**src/rtl/data_lsu.sv**
```systemverilog
// data_lsu: single-outstanding load/store unit in front of dataMem.
// Checks alignment/range, drives byte strobes, extends load data.
module data_lsu #(
   parameter int ADDR_WIDTH     = 10,
   parameter int DATA_WIDTH     = 32,
   parameter int MEM_DEPTH      = 256,
   parameter int TRANSFER_WIDTH = 4
) (
   input  logic                      clk,
   input  logic                      rst,
   input  logic                      req_valid,
   output logic                      req_ready,
   input  logic                      req_we,
   input  logic [2:0]                req_funct3,
   input  logic [ADDR_WIDTH-1:0]     req_addr,
   input  logic [DATA_WIDTH-1:0]     req_wdata,
   output logic                      rsp_valid,
   input  logic                      rsp_ready,
   output logic [DATA_WIDTH-1:0]     rsp_rdata,
   output logic                      rsp_err,
   output logic                      mem_we,
   output logic [ADDR_WIDTH-1:0]     mem_addr,
   output logic [DATA_WIDTH-1:0]     mem_wdata,
   output logic [TRANSFER_WIDTH-1:0] mem_wstrb,
   input  logic [DATA_WIDTH-1:0]     mem_rdata
);

   localparam logic [1:0] IDLE    = 2'd0;
   localparam logic [1:0] ACCESS  = 2'd1;
   localparam logic [1:0] CAPTURE = 2'd2;
   localparam logic [1:0] RESP    = 2'd3;

   logic [1:0]                state;
   logic [2:0]                f3_q;
   logic                      we_q;
   logic                      err;
   logic [31:0]               word_idx;
   logic [TRANSFER_WIDTH-1:0] strb;
   logic [DATA_WIDTH-1:0]     wrep;
   logic [DATA_WIDTH-1:0]     lane;
   logic [DATA_WIDTH-1:0]     ext;

   assign req_ready = (state == IDLE);
   assign rsp_valid = (state == RESP);
   assign word_idx  = 32'(req_addr[ADDR_WIDTH-1:2]);

   always_comb begin
      err = 1'b0;
      case (req_funct3)
         3'b000:  err = 1'b0;
         3'b001:  err = req_addr[0];
         3'b010:  err = |req_addr[1:0];
         3'b100:  err = req_we;
         3'b101:  err = req_we | req_addr[0];
         default: err = 1'b1;
      endcase
      if (word_idx >= 32'(MEM_DEPTH)) err = 1'b1;
   end

   always_comb begin
      strb = '1;
      wrep = req_wdata;
      case (req_funct3[1:0])
         2'b00: begin
            strb = TRANSFER_WIDTH'(1) << req_addr[1:0];
            wrep = {4{req_wdata[7:0]}};
         end
         2'b01: begin
            strb = TRANSFER_WIDTH'(3) << req_addr[1:0];
            wrep = {2{req_wdata[15:0]}};
         end
         default: ;
      endcase
   end

   // mem_addr still holds the request address during CAPTURE
   assign lane = mem_rdata >> {mem_addr[1:0], 3'b000};

   always_comb begin
      case (f3_q)
         3'b000:  ext = {{24{lane[7]}}, lane[7:0]};
         3'b100:  ext = {24'd0, lane[7:0]};
         3'b001:  ext = {{16{lane[15]}}, lane[15:0]};
         3'b101:  ext = {16'd0, lane[15:0]};
         default: ext = lane;
      endcase
   end

   always_ff @(posedge clk) begin
      if (rst) begin
         state     <= IDLE;
         f3_q      <= '0;
         we_q      <= 1'b0;
         mem_we    <= 1'b0;
         mem_addr  <= '0;
         mem_wdata <= '0;
         mem_wstrb <= '0;
         rsp_rdata <= '0;
         rsp_err   <= 1'b0;
      end else begin
         case (state)
            IDLE: if (req_valid) begin
               f3_q      <= req_funct3;
               we_q      <= req_we;
               rsp_rdata <= '0;
               rsp_err   <= err;
               if (err) begin
                  state <= RESP;
               end else begin
                  state     <= ACCESS;
                  mem_addr  <= req_addr;
                  mem_we    <= req_we;
                  mem_wdata <= wrep;
                  mem_wstrb <= req_we ? strb : '0;
               end
            end
            ACCESS: begin
               mem_we    <= 1'b0;
               mem_wstrb <= '0;
               state     <= we_q ? RESP : CAPTURE;
            end
            CAPTURE: begin
               rsp_rdata <= ext;
               state     <= RESP;
            end
            RESP: if (rsp_ready) state <= IDLE;
            default: state <= IDLE;
         endcase
      end
   end

endmodule
```
**config.mk**
```make
export PLATFORM = sky130hd
export DESIGN_NAME = data_lsu
export DESIGN_NICKNAME = d
export VERILOG_FILES = /design/src/rtl/data_lsu.sv
export SDC_FILE = /design/constraint.sdc
export NUM_CORES = 1
export LEC_CHECK = 0
export BUFFER_PORTS_ARGS = -buffer_cell sky130_fd_sc_hd__buf_4
export CORE_UTILIZATION = 48
export CTS_CLUSTER_DIAMETER = 120
export DETAILED_ROUTE_END_ITERATION = 8
export GPL_ROUTABILITY_DRIVEN = 1
export GPL_TIMING_DRIVEN = 0
export PLACE_DENSITY = 0.81
export SLEW_MARGIN = 20
export SYNTH_ARGS = -nofsm -noshare
export SYNTH_HDL_FRONTEND = slang
export SYNTH_SLANG_ARGS = --single-unit
export TNS_END_PERCENT = 30
```
**constraint.sdc**
```tcl
create_clock -name clk -period 2.53 [get_ports clk]
set_clock_uncertainty 0.05 [all_clocks]
set_input_delay 0.1265 -clock clk [delete_from_list [all_inputs] [get_ports clk]]
set_output_delay 0.1265 -clock clk [all_outputs]
set_load 0.01 [all_outputs]
```
Yosys cells after proc, flatten, opt, wreduce, memory -nomap -nowiden
Index checks and enable logic that the tools add are counted.
{"block": "classes", "n_lt_le_gt_ge": 1, "eq_ne": 14, "shift": 3, "n_mux": 19, "n_bitwise": 2, "n_reduce_logical": 12}
{"cell": "$pmux 32 s2", "n": 2}
{"cell": "$pmux 32 s4", "n": 1}
{"cell": "$mux 32", "n": 1}
{"cell": "$shr 32x5->32", "n": 1}
{"cell": "$pmux 4 s2", "n": 2}
{"cell": "$eq 3x3->1 const B", "n": 4}
{"cell": "$mux 4", "n": 3}
{"cell": "$ge 8x9->1 const B", "n": 1}
{"cell": "$pmux 2 s4", "n": 1}
{"cell": "$eq 3x1->1 const B", "n": 2}
{"cell": "$logic_not 3->1", "n": 2}
{"cell": "$mux 2", "n": 3}
{"cell": "$reduce_and 2->1", "n": 3}
{"cell": "$reduce_and 3->1", "n": 2}
{"cell": "$pmux 1 s5", "n": 1}
{"cell": "$eq 2x1->1 const B", "n": 2}
{"cell": "$eq 2x2->1 const B", "n": 2}
{"cell": "$logic_not 2->1", "n": 2}
{"cell": "$mux 1", "n": 4}
{"cell": "$ne 2x2->1 const B", "n": 2}
{"cell": "$reduce_bool 2->1", "n": 2}
{"cell": "$shl 1x2->4 const A", "n": 1}
{"cell": "$shl 2x2->4 const A", "n": 1}
{"cell": "$eq 3x2->1 const B", "n": 1}
{"cell": "5 further kinds", "n": 5}
{"block": "totals", "reg_bits": 86, "output_inout_bits": 82}

Depth between registers and ports, before layout
{"block": "logic_depth", "depth_word": 6, "depth_mapped": 10, "depth_no_buf": 6}

Least setup slack after synthesis
Ideal clock, no wire load.
{"block": "synth_timing", "path_type": "flip-flop to flip-flop", "startpoint": "reg state[0]", "endpoint": "reg rsp_rdata[24]", "setup_time_ns": 0.061, "arrival_time_ns": 1.856, "setup_slack_ns": 0.563, "path_stages_with_launch": 8, "n_path_buf": 1, "cell_sequence": "dfxtp_1 inv_1 ha_1 buf_2 nand2b_2 nand3b_2 nor3_1 a221o_1"}
{"block": "synth_via", "elab_chain_len": 3}
{"element": "start, declared", "line_no": "33", "source": "logic [1:0] state;"}
{"element": "start signal, assigned", "line_no": "120", "source": "state <= we_q ? RESP : CAPTURE;"}
{"element": "$logic_not 2->1 (*)"}
{"element": "via req_ready", "line_no": "12", "source": "output logic req_ready,"}
{"element": "$ne 2x2->1 (no source line) or $reduce_bool 2->1 (tied branches)"}
{"element": "$reduce_and 2->1 (no source line)"}
{"element": "end signal, assigned", "line_no": "123", "source": "rsp_rdata <= ext;"}
{"element": "end, declared", "line_no": "19", "source": "output logic [DATA_WIDTH-1:0] rsp_rdata,"}
Mark *: on every way through the listed nets, which the timed path passes. The rest lies on a longest branch.
A chain may end at the register's enable or synchronous reset.

Final worst setup path
{"block": "layout_timing", "startpoint": "reg state[0]", "endpoint": "reg rsp_rdata[11]"}
{"block": "layout_via", "elab_chain_len": 3}
{"element": "$eq 2x2->1 or $logic_not 2->1 (tied branches)", "line_no": "101", "source": "case (state)"}
{"element": "$reduce_bool 2->1 (no source line) or $ne 2x2->1 (tied branches)"}
{"element": "$reduce_and 2->1 (no source line)"}
Several ways; a longest one is shown, not always the timed one.

==> results_dict.tcl <==
set metrics [dict create \
    avgSynthCellArea_um2 8.84 \
    clk_pin_slew_ns 0.09 \
    netlist_area_mm2 0.00403 \
    p_sw_mw 1.40 \
    clockBufferDepth 2 \
    setup_tns_ns 0 \
    nNetsFinal 738 \
    antenna_found_initial 0 \
    synth_nets 542 \
    drt_iter0_drc 193 \
    gp_congestion 0.853 \
    fin_hold_ws_ns 0.00135 \
    holdCritPathClass "in2reg" \
    required_ns 2.77 \
    sequentialPowerShare_pct 40.2 \
    grt_overflow 0 \
    die_height_um 93.7 \
    run_status "completed" \
    routed-via-count 4248 \
    grt_max_degree 17 \
    numPortBuffers 162 \
    cts.sinks 86 \
    final_hold_viol_count 0 \
    wl_per_cell_um 16.8 \
    fin_crit_ns 2.28 \
    final_max_slew_viol_count 0 \
    yosys.cell_types.count 42 \
    synth_top_area_share_pct 42.7 \
    p_int_mw 2.77 \
    dieArea_mm2 0.00877 \
    p_leak_nw 2.46 \
    drive_above_1_share_pct 34.1 \
    ios 164 \
    rsz0062_at_grt "false" \
    worst_pin_slew_ns 0.810 \
    vias_per_cell 5.57 \
    multiInputGateArea_mm2 0.00212 \
    crit_type "reg2reg" \
    grt_pass1_wl_mm 20.1 \
    fin_crit_sh_pct 90.0 \
    coreArea_mm2 0.00818 \
    yosysTopAreaCell "dfxtp_1" \
    routed_wl_mm 12.8 \
    cts_made_buffers 9 \
    fillCellCount 610 \
    critPathLaunchType "register" \
    critPathArrivalTime_ns 2.52 \
    power_density_mw_per_mm2 713 \
    synth-seq-area-share_pct 42.7 \
    crit_path_max_fanout 10 \
    htreeDepth 3 \
    synth_area_leaders "dfxtp_1 43%, nand2_1 7.8%, mux2i_1 6.2%" \
    start_util_pct 49.3 \
    grt_pass1_vias 4172 \
    max_slew_margin_pct 45.9 \
    synth_edf_count 0 \
    cts-root-buf "clkbuf_8" \
    synth.most_common_cell "dfxtp_1" \
    ir_worst_vdd_uv 395 \
    clkPwrFrac_pct 26.5 \
    ys_dominant_reg_cell "dfxtp_1" \
    postSynthCellCount 456 \
    drc 0 \
    synth_warnings 0 \
    drv_cap 0 \
    final-instance-count-excl-fill 762 \
    clk_latency_ns 0.36 \
    combPwrFrac_pct 33.3 \
    grtUsageTotal_pct 29.7 \
    rows 33 \
    yosys-top-cells-count "86 x dfxtp_1, 84 x nand2_1, 42 x a21oi_1, 42 x o21ai_0, 32 x nor2_1" \
    syn_to_final_growth_pct 44.9 \
    critPathCaptureType "register" \
    synthArstFlopShare_pct 0 \
    postRouteAntennaNets 0 \
    cts_tree "done" \
    place_hpwl_mm 9.54 \
    ys_ff_latch 86 \
    max_freq_mhz 439 \
    netSwitchingFraction_pct 33.6 \
    chipWidth_um 93.7 \
    seqCellArea_mm2 0.00172 \
    setup_violations 0 \
    num_antenna_cells 0 \
    dp.cells 723 \
    dr.pass1.iters 5 \
]
==> cell usage in the layout (no fill, tap or decap), drive strengths merged, types with 9 or more instances in the layout <==
cell / count
o21ai: 42
a21oi: 42
clkbuf: 29
dfxtp: 86
a211oi: 11
mux2i: 25
nand3b: 9
dlygate4sd3: 23
nand3: 9
nand2: 84
buf: 179
nor2: 32
a221o: 16
==> kinds of logic after synthesis <==
group,count (synthesis),share of synthesized area (%)
flops,86,42.7
compound gates,135,22.1
buf+inv,43,4.90
xor+xnor,1,0.217
simple gates,146,15.9
mux,41,12.9
fa+ha+maj,4,1.24
==> worst max-delay path, cell delays in order (launching register included) <==
cell	delay, ns
dfxtp_1	0.34
inv_1	0.12
ha_1	0.18
buf_2	0.22
mux2i_1	0.26
nor2b_1	0.40
clkbuf_1	0.44
nand2_1	0.11
o21ai_0	0.10
==> layout make-up <==
type	instances	share of cell area [%]
flip-flops and latches	86	29.5
clock inverters	7	1.78
repair buffers	185	24.7
multi-input cells	327	36.2
well taps	105	2.25
plain buffers	37	3.02
clock buffers	9	2.12
inverters	6	0.385
==> path summary, 6_finish.rpt <==
check	endpoint	startpoint	cells past startpoint	slack, ns
max reg2reg	rsp_rdata[11]$_SDFFE_PP0P_	state[0]$_SDFFE_PP0P_	8	0.25
max	rsp_rdata[11]$_SDFFE_PP0P_	state[0]$_SDFFE_PP0P_	8	0.25
min	mem_addr[0]$_SDFFE_PP0P_	req_addr[0]	3	0.001
min reg2reg	mem_wdata[29]$_SDFFE_PP0P_	mem_wdata[29]$_SDFFE_PP0P_	2	0.41
==> power by group through the flow <==
stage	registers, mW	logic (mW)	clock network [mW]
floorplan	1.77	0.683	0
global placement	1.70	1.31	0
detailed placement	1.71	1.34	0
CTS	1.68	1.38	1.11
global route	1.70	1.52	1.17
finish	1.68	1.39	1.11
==> registers in the layout (all words and copies together) (netlist names) <==
signal / count
mem_wdata: 32
rsp_err: 1
we_q: 1
mem_wstrb: 4
state: 2
f3_q: 3
mem_we: 1
rsp_rdata: 32
mem_addr: 10
==> layer usage <==
metal	GRT usage, %	part of all wire (%)
met5	0	0
met4	13.1	3.3
met3	7.61	7.6
met2	49.3	49
met1	36.2	40
==> timing repair <==
| action | CTS | global route |
|---|---|---|
| setup buffers | 0 | 0 |
| hold endpoints to repair | 23 | 0 |
| endpoints found under the setup margin | 0 | 10 |
| hold buffers | 23 | 0 |
| gates resized for setup | 0 | 3 |
==> metrics by stage <==
stage	setup slack [ns]	total power, mW	cell area (µm²)	util [%]
floorplan	0.563	2.45	4030	-
global placement	0.230	3.00	5380	65.8
detailed placement	0.205	3.05	5380	65.8
CTS	0.185	4.17	5840	71.4
global route	0.0336	4.39	5840	71.5
finish	0.253	4.17	5840	71.5
Power figures use the tool's default switching activity.
